[src/rtl/gate_level_full_adder.sv]
// One-bit full adder built from 2-input NAND cells only.
// Outputs the sum (l), the carry (h), and the lookahead terms p = a|b and g = a&b.
// REGISTER_OUT selects a registered stage with 1-cycle latency or a purely
// combinational cell. The combinational form is used inside ripple chains.
module gate_level_full_adder #(
    parameter bit REGISTER_OUT = 1'b1
) (
    input  logic clk,
    input  logic rst,
    input  logic in_valid,
    input  logic a,
    input  logic b,
    input  logic c,
    output logic l,
    output logic h,
    output logic p,
    output logic g,
    output logic out_valid
);

    // NAND network. n_ab feeds the first XOR, the carry and the generate term.
    wire n_ab;
    wire a_n1;
    wire b_n1;
    wire s1;
    wire n_sc;
    wire s1_n2;
    wire c_n2;
    wire sum_c;
    wire carry_c;
    wire gen_c;
    wire a_inv;
    wire b_inv;
    wire prop_c;

    // s1 = a xor b
    nand g_nab  (n_ab,  a,     b);
    nand g_xa   (a_n1,  a,     n_ab);
    nand g_xb   (b_n1,  b,     n_ab);
    nand g_s1   (s1,    a_n1,  b_n1);

    // l = s1 xor c
    nand g_nsc  (n_sc,  s1,    c);
    nand g_x2s  (s1_n2, s1,    n_sc);
    nand g_x2c  (c_n2,  c,     n_sc);
    nand g_sum  (sum_c, s1_n2, c_n2);

    // h = (a&b) | (s1&c)
    nand g_cry  (carry_c, n_ab, n_sc);

    // g = not(nand(a,b)); p = nand(not a, not b)
    nand g_gen  (gen_c, n_ab,  n_ab);
    nand g_ainv (a_inv, a,     a);
    nand g_binv (b_inv, b,     b);
    nand g_prop (prop_c, a_inv, b_inv);

    if (REGISTER_OUT) begin : g_reg
        logic l_q, l_d;
        logic h_q, h_d;
        logic p_q, p_d;
        logic g_q, g_d;
        logic out_valid_q;

        // Load a new result only on valid input. Otherwise the last result is held.
        always_comb begin
            l_d = l_q;
            h_d = h_q;
            p_d = p_q;
            g_d = g_q;
            if (in_valid) begin
                l_d = sum_c;
                h_d = carry_c;
                p_d = prop_c;
                g_d = gen_c;
            end
        end

        // Output register. A synchronous reset clears the outputs and drops any input in the same cycle.
        always_ff @(posedge clk) begin
            if (rst) begin
                l_q         <= 1'b0;
                h_q         <= 1'b0;
                p_q         <= 1'b0;
                g_q         <= 1'b0;
                out_valid_q <= 1'b0;
            end else begin
                l_q         <= l_d;
                h_q         <= h_d;
                p_q         <= p_d;
                g_q         <= g_d;
                out_valid_q <= in_valid;
            end
        end

        assign l         = l_q;
        assign h         = h_q;
        assign p         = p_q;
        assign g         = g_q;
        assign out_valid = out_valid_q;
    end else begin : g_comb
        // The clock has no effect on a combinational cell.
        wire unused_clk;
        wire rst_n;
        assign unused_clk = clk;

        assign l = sum_c;
        assign h = carry_c;
        assign p = prop_c;
        assign g = gen_c;

        // out_valid = in_valid & ~rst, built from NAND cells.
        nand g_rstn (rst_n, rst, rst);
        wire ov_n;
        nand g_ovn  (ov_n, in_valid, rst_n);
        nand g_ov   (out_valid, ov_n, ov_n);
    end

endmodule

[config.mk]
export PLATFORM = sky130hd
export DESIGN_NAME = gate_level_full_adder
export DESIGN_NICKNAME = d
export VERILOG_FILES = /design/src/rtl/gate_level_full_adder.sv
export SDC_FILE = /design/constraint.sdc
export NUM_CORES = 1
export LEC_CHECK = 0
export BUFFER_PORTS_ARGS = -buffer_cell sky130_fd_sc_hd__buf_2
export CORE_AREA = 3 3 40 42
export CTS_BUF_LIST = sky130_fd_sc_hd__clkbuf_4 sky130_fd_sc_hd__clkbuf_8
export CTS_CLUSTER_DIAMETER = 40
export DETAILED_ROUTE_END_ITERATION = 8
export DIE_AREA = 0 0 43 45
export REMOVE_ABC_BUFFERS = 1
export SLEW_MARGIN = 20
export SYNTH_ARGS = -nofsm -noshare
export SYNTH_HDL_FRONTEND = slang
export SYNTH_SLANG_ARGS = --single-unit
[constraint.sdc]
create_clock -name clk -period 1.5 [get_ports clk]
set_clock_uncertainty 0.15 [all_clocks]
set_input_delay 0.15 -clock clk [delete_from_list [all_inputs] [get_ports clk]]
set_output_delay 0.15 -clock clk [all_outputs]
set_load 0.02 [all_outputs]
==> impl_metrics.yaml <==
critical_path:
  r2r_cells: 2
  cp_slowest_cell: "dfxtp_1"
  worstReg2RegStart: "l"
  cp.required_ns: 1.20
  critPathLaunchType: "register"
  reg2reg_slack_ns: 0.77
  crit_arrival_ns: 0.72
  regToRegEndpoint: "l"
  cp_max_fo: 2
  path_buf_inv: 1
  endpoint_kind: "primary output"
  worstPathCellList: "buf_2"
  slowest_delay_ns: 0.32
  path_class: "reg2out"
  critPathTopFamily: "flip-flops"
clock_network:
  cts_hold_buffers: 1
  cts_max_path_buffers: 2
  clkTransAtPathRegs_ns: 0.04
  cts_root_buf: "clkbuf_4"
  cts_buffers: 3
  cts_tree: "yes"
  numClockSinks: 5
  postCtsSetupBuffers: 0
  htreeDepth: 1
  clkLatencyLatePin_ns: 0.24
  cts_resized: 0
place:
  port_buffers: 10
  dp_hpwl_um: 298.5
  dpl.cell_count: 44
  place_area_um2: 285.3
  place.gp.congestion: 0.6806
global_routing:
  grtUsageMet2_pct: 7.186
  antenna_found_initial: 0
  met3_usage_pct: 8.367
  grt_pass1_vias: 208
  grt_max_degree: 7
  grt_overflow: 0
  grt_usage_pct: 6.187
  grt_pass1_wl_um: 793
  busiest_layer: "met3"
  use_met1_pct: 6.341
synth:
  synth_seq_cells: 5
  synthCells: 20
  synth_seq_area_share_pct: 43.96
  synth_top_area_share_pct: 43.96
  synth.distinct_cells: 9
  yosysTopAreaCell: "dfxtp_1"
  synthTopCellsByArea: "dfxtp_1, mux2i_1, ha_1"
  synthesis.area_um2: 227.7
  synth.avg_cell_area_um2: 11.39
  synth_warnings: 0
timing:
  slew_violations: 0
  min_period_ns: 1.022
  rsz0062_at_grt: "false"
  tightest_slew_ns: 0.1149
  period_share_pct: 68.10
  tns_ns: 0
  setup_viol: 0
  relSlewSlack_pct: 92.12
  hold_viol: 0
  max_freq_mhz: 978.9
route:
  drtIter0Drc: 2
  drc_errors: 0
  wl_per_cell_um: 8.184
  vias: 175
  first_pass_iters: 2
  totalWireLength_um: 401
  via_per_inst: 3.571
  ant_nets: 0
hold_path:
  min_path_type: "in2reg"
  hp-start: "in_valid"
  hold_depth: 2
  min_to: "p"
finish:
  final_area_um2: 325.3
  layout-drive-gt1-share_pct: 44.12
  stdcell_count: 49
  area_growth_pct: 42.86
  insertedDiodeCount: 0
  fin_nets: 44
floorplanning:
  rows: 13
  floorplan.initialDensity_pct: 17.72
  chipHeight_um: 45
  dieArea_um2: 1935
  coreArea_um2: 1285
  io_pins: 11
  die_width_um: 43
run_status:
  status: "complete, no violations"
pwr:
  powerDensity_nw_per_um2: 1139
  power_leakage_nw: 0.1710
  max-vdd-ir-drop_uv: 486.1
run:
  maxCapViolations: 0
==> cell usage in the layout, fill, tap and decap left out, drive strengths merged <==
| cell type | Yosys | routed |
|---|---|---|
| fa | 1 | 1 |
| inv | 2 | 2 |
| dfxtp | 5 | 5 |
| a211oi | 1 | 1 |
| buf | 1 | 10 |
| clkbuf | 0 | 4 |
| nor2b | 1 | 1 |
| ha | 2 | 2 |
| dlygate4sd3 | 0 | 1 |
| mux2i | 3 | 3 |
| nor2 | 4 | 4 |
==> cells in the mapped netlist <==
cell type	number
dfxtp_1	5
nor2_1	4
mux2i_1	3
ha_1	2
inv_1	2
a211oi_2	1
buf_6	1
fa_1	1
nor2b_1	1
==> cell families after synthesis <==
| logic type | synth area share, % |
|---|---|
| simple gates | 9.340 |
| flops | 43.96 |
| buf+inv | 8.243 |
| compound gates | 5.494 |
| mux | 13.19 |
| fa+ha+maj | 19.78 |
==> how the worst max path moves through the flow <==
stage	from	end	slack [ns]	cells past startpoint
4_1_cts	l	l	0.47	1
5_1_grt	h	h	0.42	1
2_1_floorplan	a	l	0.46	3
3_5_place_dp	a	l	0.30	4
3_3_place_gp	a	l	0.32	4
6_report	l	l	0.48	1
==> report_power, final <==
part	switching [mW]	internal (mW)	leakage (nW)
registers	0.00343	0.142	0.0414
logic	0.0309	0.0231	0.111
clock network	0.0522	0.118	0.0184
total	0.0866	0.284	0.171
==> layout make-up <==
cell class	instances	area, um^2
tap	15	18.77
sequential	5	100.1
clock buffer	4	30.03
fill	135	959.7
inverter	2	7.507
multi-input combinational	12	108.9
timing repair buffer	11	60.06
==> stage by stage <==
step	total power, mW	hold slack [ns]	setup WS (ns)	util, %
3_5_place_dp	0.2005	0.2466	0.2999	22.20
2_1_floorplan	0.1766	0.07161	0.4648	-
3_3_place_gp	0.2002	0.2490	0.3232	22.20
4_1_cts	0.3811	0.04849	0.4660	25.32
6_report	0.3706	0.05606	0.4785	25.32
5_1_grt	0.4020	0.06990	0.4240	25.32
==> routing by layer <==
layer  share of wire [%]  wire [um]
met5                   0          0
met4                   0          0
met3                  23         94
met2                  30        119
met1                  47        187
(Power assumes the default switching activity.)
